<file path="src/rtl/terrain_pkg.sv">
// Shared types for the terrain probe scheduler and its address calculator.
//   terrain_t     : 2-bit terrain codes stored in the map BRAM
//   probe_idx_t   : probe slot order within one sweep
//   TAG_EXT/NONE  : tag values for the read-tracking pipeline
//   sched_state_t : scheduler FSM states
//   tag_entry_t   : one read-tracking pipeline stage
package terrain_pkg;

    typedef enum logic [1:0] {
        HOLE  = 2'd0,
        WALL  = 2'd1,
        GRASS = 2'd2,
        SAND  = 2'd3
    } terrain_t;

    typedef enum logic [2:0] {
        CENTER = 3'd0,
        XPLUS  = 3'd1,
        YPLUS  = 3'd2,
        XMINUS = 3'd3,
        YMINUS = 3'd4
    } probe_idx_t;

    localparam int unsigned NUM_PROBES = 5;

    localparam logic [2:0] TAG_EXT  = 3'd5;
    localparam logic [2:0] TAG_NONE = 3'd7;

    typedef enum logic [1:0] {
        StIdle,
        StIssue,
        StDrain,
        StDone
    } sched_state_t;

    // off_map marks a probe slot that drove no read; its result is forced at retire.
    typedef struct packed {
        logic       off_map;
        logic [2:0] tag;
    } tag_entry_t;

endpackage

</file>
<file path="src/rtl/probe_addr_calc.sv">
// Combinational probe address calculator.
// Maps an 8.8 fixed-point position plus a probe index to a map cell address.
//   pos_x, pos_y : 8.8 fixed-point position
//   probe        : which probe (centre or one of the four edge offsets)
//   addr         : cell_x + WIDTH * cell_y, truncated to 16 bits
//   off_map      : probe lands outside the map (borrow, carry or out of range)
module probe_addr_calc
    import terrain_pkg::*;
#(
    parameter int unsigned WIDTH        = 160,
    parameter int unsigned HEIGHT       = 90,
    parameter logic [15:0] PROBE_OFFSET = 16'h0080
) (
    input  logic [15:0] pos_x,
    input  logic [15:0] pos_y,
    input  probe_idx_t  probe,
    output logic [15:0] addr,
    output logic        off_map
);

    logic [16:0] sum_x;
    logic [16:0] sum_y;
    logic [7:0]  cell_x;
    logic [7:0]  cell_y;

    always_comb begin
        sum_x = {1'b0, pos_x};
        sum_y = {1'b0, pos_y};
        case (probe)
            XPLUS:   sum_x = {1'b0, pos_x} + {1'b0, PROBE_OFFSET};
            YPLUS:   sum_y = {1'b0, pos_y} + {1'b0, PROBE_OFFSET};
            XMINUS:  sum_x = {1'b0, pos_x} - {1'b0, PROBE_OFFSET};
            YMINUS:  sum_y = {1'b0, pos_y} - {1'b0, PROBE_OFFSET};
            default: ;
        endcase
    end

    assign cell_x = sum_x[15:8];
    assign cell_y = sum_y[15:8];

    // Bit 16 is set both by a carry out of the add and a borrow out of the subtract.
    assign off_map = sum_x[16] | sum_y[16] |
                     (32'(cell_x) >= WIDTH) | (32'(cell_y) >= HEIGHT);

    assign addr = 16'(32'(cell_x) + WIDTH * 32'(cell_y));

endmodule

</file>
<file path="src/rtl/terrain_probe_scheduler.sv">
// Shares one single-port map BRAM between a five-probe collision sweep and an
// external reader.
//   clk_in, rst_in            : clock, asynchronous active-high reset
//   start                     : begin a sweep (one deep queue if busy)
//   ball_position_x/_y        : 8.8 position, sampled on the sweep-start cycle
//   map_addr / map_data       : BRAM address out, data back READ_LATENCY later
//   ext_req/ext_addr/ext_gnt  : external read request, granted outside ISSUE
//   ext_rsp_valid/_data       : external read response
//   terrain_*                 : results of the last completed sweep
//   probes_valid              : one-cycle pulse when terrain_* update
//   busy                      : sweep in progress (through the valid cycle)
module terrain_probe_scheduler
    import terrain_pkg::*;
#(
    parameter int unsigned WIDTH        = 160,
    parameter int unsigned HEIGHT       = 90,
    parameter int unsigned READ_LATENCY = 2,
    parameter logic [15:0] PROBE_OFFSET = 16'h0080,
    parameter logic [1:0]  OOB_CODE     = 2'd1
) (
    input  logic        clk_in,
    input  logic        rst_in,
    input  logic        start,
    input  logic [15:0] ball_position_x,
    input  logic [15:0] ball_position_y,
    output logic [15:0] map_addr,
    input  logic [1:0]  map_data,
    input  logic        ext_req,
    input  logic [15:0] ext_addr,
    output logic        ext_gnt,
    output logic        ext_rsp_valid,
    output logic [1:0]  ext_rsp_data,
    output logic [1:0]  terrain_center,
    output logic [1:0]  terrain_xplus,
    output logic [1:0]  terrain_yplus,
    output logic [1:0]  terrain_xminus,
    output logic [1:0]  terrain_yminus,
    output logic        probes_valid,
    output logic        busy
);

    sched_state_t state_q, state_d;
    probe_idx_t   slot_q, slot_d;
    logic         pending_q, pending_d;
    logic         latch_pos;
    logic         issuing;
    logic         probe_in_flight;
    logic [15:0]  pos_x_q, pos_y_q;
    logic [15:0]  map_addr_q;
    logic [1:0]   ext_rsp_q;
    logic [15:0]  probe_addr;
    logic         probe_off_map;
    tag_entry_t   issue_entry;
    tag_entry_t   tail;
    tag_entry_t   pipe_q   [READ_LATENCY];
    logic [1:0]   result_q [NUM_PROBES];
    logic [1:0]   terrain_q[NUM_PROBES];

    probe_addr_calc #(
        .WIDTH       (WIDTH),
        .HEIGHT      (HEIGHT),
        .PROBE_OFFSET(PROBE_OFFSET)
    ) u_addr_calc (
        .pos_x  (pos_x_q),
        .pos_y  (pos_y_q),
        .probe  (slot_q),
        .addr   (probe_addr),
        .off_map(probe_off_map)
    );

    // Any probe still ahead of the tail stage keeps the sweep in DRAIN.
    always_comb begin
        probe_in_flight = 1'b0;
        for (int unsigned i = 0; i + 1 < READ_LATENCY; i++) begin
            if (pipe_q[i].tag < TAG_EXT) probe_in_flight = 1'b1;
        end
    end

    always_comb begin
        state_d   = state_q;
        slot_d    = slot_q;
        pending_d = pending_q;
        latch_pos = 1'b0;
        issuing   = 1'b0;
        case (state_q)
            StIdle: begin
                if (start) begin
                    latch_pos = 1'b1;
                    slot_d    = CENTER;
                    state_d   = StIssue;
                end
            end
            StIssue: begin
                issuing = 1'b1;
                if (start) pending_d = 1'b1;
                if (slot_q == YMINUS) state_d = StDrain;
                else                  slot_d  = probe_idx_t'(slot_q + 3'd1);
            end
            StDrain: begin
                if (start) pending_d = 1'b1;
                if (!probe_in_flight) state_d = StDone;
            end
            StDone: begin
                // A start arriving in the DONE cycle chains straight into the next sweep.
                if (pending_q || start) begin
                    latch_pos = 1'b1;
                    pending_d = 1'b0;
                    slot_d    = CENTER;
                    state_d   = StIssue;
                end else begin
                    state_d = StIdle;
                end
            end
            default: state_d = StIdle;
        endcase
    end

    // Gated by reset so every output reads zero while reset is held.
    assign ext_gnt = ext_req & ~issuing & ~rst_in;

    always_comb begin
        map_addr    = map_addr_q;
        issue_entry = '{off_map: 1'b0, tag: TAG_NONE};
        if (issuing) begin
            issue_entry = '{off_map: probe_off_map, tag: 3'(slot_q)};
            if (!probe_off_map) map_addr = probe_addr;
        end else if (ext_gnt) begin
            issue_entry = '{off_map: 1'b0, tag: TAG_EXT};
            map_addr    = ext_addr;
        end
    end

    assign tail          = pipe_q[READ_LATENCY-1];
    assign ext_rsp_valid = (tail.tag == TAG_EXT);
    assign ext_rsp_data  = ext_rsp_valid ? map_data : ext_rsp_q;
    assign probes_valid  = (state_q == StDone);
    assign busy          = (state_q != StIdle);

    // In the DONE cycle the fresh results are shown directly, then held from terrain_q.
    assign terrain_center = probes_valid ? result_q[0] : terrain_q[0];
    assign terrain_xplus  = probes_valid ? result_q[1] : terrain_q[1];
    assign terrain_yplus  = probes_valid ? result_q[2] : terrain_q[2];
    assign terrain_xminus = probes_valid ? result_q[3] : terrain_q[3];
    assign terrain_yminus = probes_valid ? result_q[4] : terrain_q[4];

    always_ff @(posedge clk_in or posedge rst_in) begin
        if (rst_in) begin
            state_q    <= StIdle;
            slot_q     <= CENTER;
            pending_q  <= 1'b0;
            pos_x_q    <= '0;
            pos_y_q    <= '0;
            map_addr_q <= '0;
            ext_rsp_q  <= '0;
            for (int unsigned i = 0; i < READ_LATENCY; i++) begin
                pipe_q[i] <= '{off_map: 1'b0, tag: TAG_NONE};
            end
            for (int unsigned i = 0; i < NUM_PROBES; i++) begin
                result_q[i]  <= '0;
                terrain_q[i] <= '0;
            end
        end else begin
            state_q    <= state_d;
            slot_q     <= slot_d;
            pending_q  <= pending_d;
            map_addr_q <= map_addr;
            if (latch_pos) begin
                pos_x_q <= ball_position_x;
                pos_y_q <= ball_position_y;
            end
            pipe_q[0] <= issue_entry;
            for (int unsigned i = 1; i < READ_LATENCY; i++) begin
                pipe_q[i] <= pipe_q[i-1];
            end
            if (tail.tag < TAG_EXT) begin
                result_q[tail.tag] <= tail.off_map ? OOB_CODE : map_data;
            end
            if (tail.tag == TAG_EXT) ext_rsp_q <= map_data;
            if (state_q == StDone) begin
                for (int unsigned i = 0; i < NUM_PROBES; i++) begin
                    terrain_q[i] <= result_q[i];
                end
            end
        end
    end

endmodule

</file>
<file path="config.mk">
export PLATFORM = sky130hd
export DESIGN_NAME = terrain_probe_scheduler
export DESIGN_NICKNAME = d
export VERILOG_FILES = /design/src/rtl/terrain_pkg.sv /design/src/rtl/probe_addr_calc.sv /design/src/rtl/terrain_probe_scheduler.sv
export SDC_FILE = /design/constraint.sdc
export NUM_CORES = 1
export LEC_CHECK = 0
export ABC_AREA = 0
export BUFFER_PORTS_ARGS = -buffer_cell sky130_fd_sc_hd__clkbuf_2
export CAP_MARGIN = 25
export CORE_ASPECT_RATIO = 0.75
export CORE_UTILIZATION = 45
export DETAILED_ROUTE_END_ITERATION = 10
export PLACE_DENSITY = 0.69
export REMOVE_ABC_BUFFERS = 1
export SKIP_CTS_REPAIR_TIMING = 1
export SLEW_MARGIN = 20
export SYNTH_ARGS = -nofsm -noshare
export SYNTH_HDL_FRONTEND = slang
export SYNTH_SLANG_ARGS = --single-unit
export TNS_END_PERCENT = 30
</file>
<file path="constraint.sdc">
create_clock -name clk_in -period 4.8 [get_ports clk_in]
set_clock_uncertainty 0.05 [all_clocks]
set_input_delay 0.48 -clock clk_in [delete_from_list [all_inputs] [get_ports clk_in]]
set_output_delay 0.48 -clock clk_in [all_outputs]
set_load 0.1 [all_outputs]
</file>
[After elaboration in Yosys (flattened, before gate mapping)]
Index checks and enable logic that the tools add are counted.
Operators by class
  add/sub/neg operators: 6
  multipliers: 1
  magnitude comparators: 6
  equality and inequality tests: 14
  mux-type cells: 34
  bitwise operators: 8
  reductions and logical operators: 10
Operators by type and width (number)
  17-bit one-hot mux with 2 select lines: 2
  16-bit two-way mux: 3
  16-bit by 8-bit adder with 17-bit output, second input constant: 2
  16-bit by 8-bit subtractor with 17-bit output, second input constant: 2
  2-bit two-way mux: 12
  8-bit by 16-bit adder with 16-bit output: 1
  3-bit by 8-bit multiplier with 11-bit output, first input constant: 1
  10-bit bitwise mux: 1
  3-bit two-way mux: 3
  3-bit one-hot mux with 3 select lines: 1
  8-bit by 7-bit greater-or-equal comparator with 1-bit output, second input constant: 1
  8-bit greater-or-equal comparator, second input constant: 1
  2-bit != test, second input constant: 4
  2-bit one-hot mux with 4 select lines: 1
  1-bit two-way mux: 7
  2-bit demux with 3-bit select: 1
  3-bit by 2-bit equality test with 1-bit output, second input constant: 2
  3-bit equality test, second input constant: 2
  3-bit < comparator, second input constant: 2
  3-bit AND reduction: 2
  2-bit equality test, second input constant: 2
  4-bit greater-or-equal comparator, second input constant: 1
  4-bit by 1-bit < comparator with 1-bit output, second input constant: 1
  4-bit two-way mux: 1
  16 further kinds: 23
Word-level totals
  register bits after elaboration: 84
  input port bits: 54
  output and inout bits: 32
  word-level logic and storage cells: 100

[Logic depth before layout (Yosys ltp)]
  word-level depth: 7
  mapped depth: 21
  gate-level depth less buffers: 21

[Modules after synthesis]
From an unflattened synthesis, not the netlist that was laid out.
Second synthesis, totals
  cells, all modules: 488
  area, all modules: 5146.2 um^2
Modules (own cells, without submodules)
  terrain_probe_scheduler: instances 1, cells each 278, area each 3602.2 um^2, seq. area each 2109.5 um^2
  probe_addr_calc: instances 1, cells each 210, area each 1544.0 um^2, seq. area each 0.0 um^2

[Least setup slack after synthesis]
Ideal clock, no wire load.
  path type: reg2out
  from: reg slot_q[0]
  to: out map_addr[13]
  data arrival time: 5.732 ns
  required time: 4.270 ns
  setup slack: -1.462 ns
  stages on the path, launching flop included: 20
  path buffers: 0
  cells stage by stage: dfrtp_1 > inv_1 > ha_1 > nand2_1 > inv_1 > ha_1 > and2_4 > a221o_1 > or3_4 > a31oi_4 > inv_1 > ha_1 > ha_1 > a211o_1 > and3_1 > o31a_1 > xnor2_1 > xor2_1 > mux2i_1 > a21oi_1
On the way
  cells in the longest elaborated chain, start to end: 7
  elaborated cells on any way between the ends: 15
  classes of those cells: add/sub: 1; mul: 1; order compare: 2; eq/ne: 4; mux: 4; bitwise: 3
Ends and longest elaborated chain
  start: declaration: RTL line terrain_probe_scheduler.sv:43  | probe_idx_t slot_q, slot_d;
  start signal: assignment: RTL line terrain_probe_scheduler.sv:164  | slot_q <= slot_d;
  parallel branches: the longest is 5 deep, another holds 8-bit by 16-bit adder with 16-bit output
  16-bit two-way mux *: RTL line terrain_probe_scheduler.sv:126  | if (!probe_off_map) map_addr = probe_addr;
  16-bit two-way mux *: RTL line terrain_probe_scheduler.sv:124  | if (issuing) begin
  end: declaration: RTL line terrain_probe_scheduler.sv:26  | output logic [15:0] map_addr,
Every way passes the cells marked *.

[Final worst setup path]
  from: reg slot_q[0]
  to: out map_addr[14]
The elaborated chain is that of the path after synthesis.

==> impl_metrics.py <==
metrics = {
    "routing": {
        "drcViolationCount": 0,
        "drt-pass1-iter-count": 4,
        "detail_route.vias_per_cell": 5.51,
        "route.antenna.remaining_nets": 0,
        "route.detailed.wl_per_inst_um": 15.9,
        "dr_total_vias": 4220,
        "drt-total-wl_um": 12200,
        "drt-initial-drc-count": 258,
    },
    "critical_path": {
        "crit_end_element": "output pin",
        "rr_worst_depth": 23,
        "worst_ep_arrival_time_ps": 4950,
        "startpoint_type": "flop",
        "cp_max_fo": 6,
        "crit_required_ps": 4270,
        "worstSetupPathType": "reg -> out",
    },
    "die": {
        "die_y_um": 91.5,
        "dieArea_um2": 11100,
        "effective_utilization_at_floorplan": 0.465,
        "design.core.area_um2": 10300,
        "die_width_um": 121,
        "rows": 32,
        "ios": 86,
    },
    "timing": {
        "min_period_ps": 5480,
        "timing_hold_violations_final": 0,
        "timing.fmax_ghz": 0.183,
        "final-setup-viol-count": 9,
        "setup_repair_after_global_routing_missed_its_margin": "yes",
        "maxSlewViolCount": 0,
        "timing.max_slew.rel_slack": 0.511,
        "fin_crit_sh": 1.14,
        "worst_path_setup_slack_after_routing_ps": -676,
        "worst_slew_pin_slew_ps": 731,
    },
    "grt": {
        "initial_antenna_violation_count": 0,
        "grt.overflow.total": 0,
        "grt_pass1_vias": 4237,
        "grt_usage": 0.227,
        "grt_first_pass_wirelength_um": 20000,
        "grt_max_degree": 46,
    },
    "final_layout": {
        "syn_to_final_growth_pct": 37.2,
        "antenna_cells_inserted": 0,
        "design_area_um2": 6590,
        "num-fill-cells": 824,
        "net_count_final": 720,
        "drive_gt1_frac": 0.417,
        "final-instance-count-excl-fill": 766,
    },
    "place": {
        "numPlacedInstances": 747,
        "port-buffer-count": 71,
        "placed_area_um2": 6090,
        "dpl.hpwl_um": 8950,
        "routabilityCongestion": 0.862,
        "dpl_worst_slack_ps": -567,
    },
    "yosys": {
        "synthesis.area_per_instance_um2": 10.0,
        "synth_area_um2": 4810,
        "async_flop_share": 1.00,
        "synth_seq_cells": 70,
        "synth_cell_types": 64,
        "synth_cells": 479,
        "synth_edf_count": 0,
        "synth_seq_area_share": 0.366,
        "dominantRegCellSynth": "dfrtp_1",
        "yosys_warnings": 0,
    },
    "clock_network": {
        "clk_transition_reported_paths_ps": 60,
        "worst_skew_late_latency_ps": 330,
        "tritoncts.num_buffers": 9,
        "h-tree-depth": 3,
        "tritoncts_clock_tree": "built",
        "cts.path.max_buffers": 2,
        "root_buffer": "clkbuf_16",
        "cts_sinks": 70,
    },
    "run": {
        "max-cap-violations": 0,
    },
    "hold_path": {
        "class_of_the_worst_hold_path": "in -> async",
    },
    "run_status": {
        "outcome": "complete, but fails checks",
        "violations": "setup timing",
    },
}
==> Yosys cell counts, drive strengths merged, types with 2 or more instances <==
master | count | area share
a211o | 3 | 0.0055
a211oi | 14 | 0.022
a21o | 9 | 0.014
a21oi | 37 | 0.039
a221o | 2 | 0.0042
a31oi | 4 | 0.0083
and2 | 3 | 0.0044
and3 | 5 | 0.0068
and4 | 2 | 0.0039
buf | 4 | 0.0065
clkbuf | 13 | 0.010
dfrtp | 64 | 0.33
dfstp | 6 | 0.033
fa | 4 | 0.017
ha | 37 | 0.096
inv | 23 | 0.018
mux2 | 40 | 0.095
mux2i | 13 | 0.027
nand2 | 28 | 0.022
nand3 | 9 | 0.0094
nand3b | 2 | 0.0031
nand4 | 3 | 0.0039
nor2 | 36 | 0.028
nor2b | 12 | 0.016
nor3 | 15 | 0.016
nor3b | 5 | 0.0078
nor4 | 4 | 0.0083
nor4b | 2 | 0.0036
o2111ai | 4 | 0.0073
o21a | 3 | 0.0047
o21ai | 16 | 0.017
o21bai | 3 | 0.0047
o311a | 8 | 0.018
o311ai | 2 | 0.0036
o31ai | 2 | 0.0031
or2 | 4 | 0.0052
xnor2 | 10 | 0.018
xor2 | 12 | 0.022
==> state kept, by name (all words and copies together), names as in the netlist <==
signal,count
terrain_q,10
result_q,10
state_q,2
pending_q,1
slot_q,3
pos_y_q,9
map_addr_q,16
pos_x_q,9
ext_rsp_q,2
pipe_q,8
==> final timing paths <==
path                                 from        endpoint  slack (ps)
worst max-delay path            slot_q[0]    map_addr[14]        -680
max in group asynchronous          rst_in       pipe_q[6]        3540
min in group clk_in             pipe_q[7]       pipe_q[3]         300
worst min register to register  pipe_q[7]       pipe_q[3]         300
worst max register to register  slot_q[0]  map_addr_q[15]         200
worst min-delay path               rst_in   map_addr_q[0]         200
==> cell usage in the layout, fill, tap and decap left out, drive strengths merged, types with 15 or more instances in the layout <==
cell,count
inv,26
ha,37
a21oi,37
buf,97
nand2,28
dfrtp,64
o21ai,16
nor2,36
nor3,15
mux2,40
clkbuf,64
==> cells by family (layout without fill, tap and decap cells) <==
| family | after synthesis | count (layout) | synth area share |
|---|---|---|---|
| AO/OA/AOI/OAI | 119 | 119 | 0.176 |
| XOR/XNOR | 23 | 23 | 0.0448 |
| multiplexers | 53 | 53 | 0.122 |
| adder cells (fa/ha/maj) | 41 | 41 | 0.113 |
| buffers and inverters | 40 | 191 | 0.0349 |
| AND/OR/NAND/NOR | 133 | 133 | 0.143 |
| flip-flops | 70 | 70 | 0.366 |
==> layout make-up <==
class | instances | area [um^2] | share of cell area
clock buffers | 9 | 225 | 0.0342
clock inverters | 7 | 78.8 | 0.0120
inverters | 23 | 91.3 | 0.0139
multi-input cells | 369 | 3050 | 0.462
flip-flops and latches | 70 | 1760 | 0.267
well taps | 136 | 170 | 0.0258
repair buffers | 152 | 1220 | 0.185
==> layer usage <==
metal | share of wire | global-route usage | wire, um
met2 | 0.46 | 0.360 | 5650
met4 | 0.012 | 0.0576 | 152
met3 | 0.051 | 0.0559 | 626
met5 | 0 | 0 | 0
met1 | 0.47 | 0.307 | 5770
==> worst max-delay path, stage by stage (launching register included) <==
cell and delay (ps):
dfrtp_1 390, inv_2 70, ha_4 170, nand2_4 70
inv_6 50, buf_6 110, fa_2 400, a211oi_2 260
o21bai_1 100, a21oi_1 170, xor2_1 200, nor2_1 90
a21oi_2 140, buf_4 140, xor2_1 160, ha_1 270
or2_4 260, and3_4 200, o31a_1 340, xnor2_2 170
nor2_1 110, xnor3_1 220, nand3_1 90, o311a_1 240
buf_12 190
==> metrics by stage <==
stage | setup TNS, ps | utilization | hold slack, ps
after floorplan | -15270 | - | 281
after global placement | -1990 | 0.590 | 283
after detailed placement | -2190 | 0.590 | 294
after CTS | -5870 | 0.619 | 220
after global routing | -5980 | 0.638 | 262
final | -3620 | 0.638 | 197
Power is not shown: default switching activity piles up to over one toggle a cycle in this logic, so the estimate is an artifact.
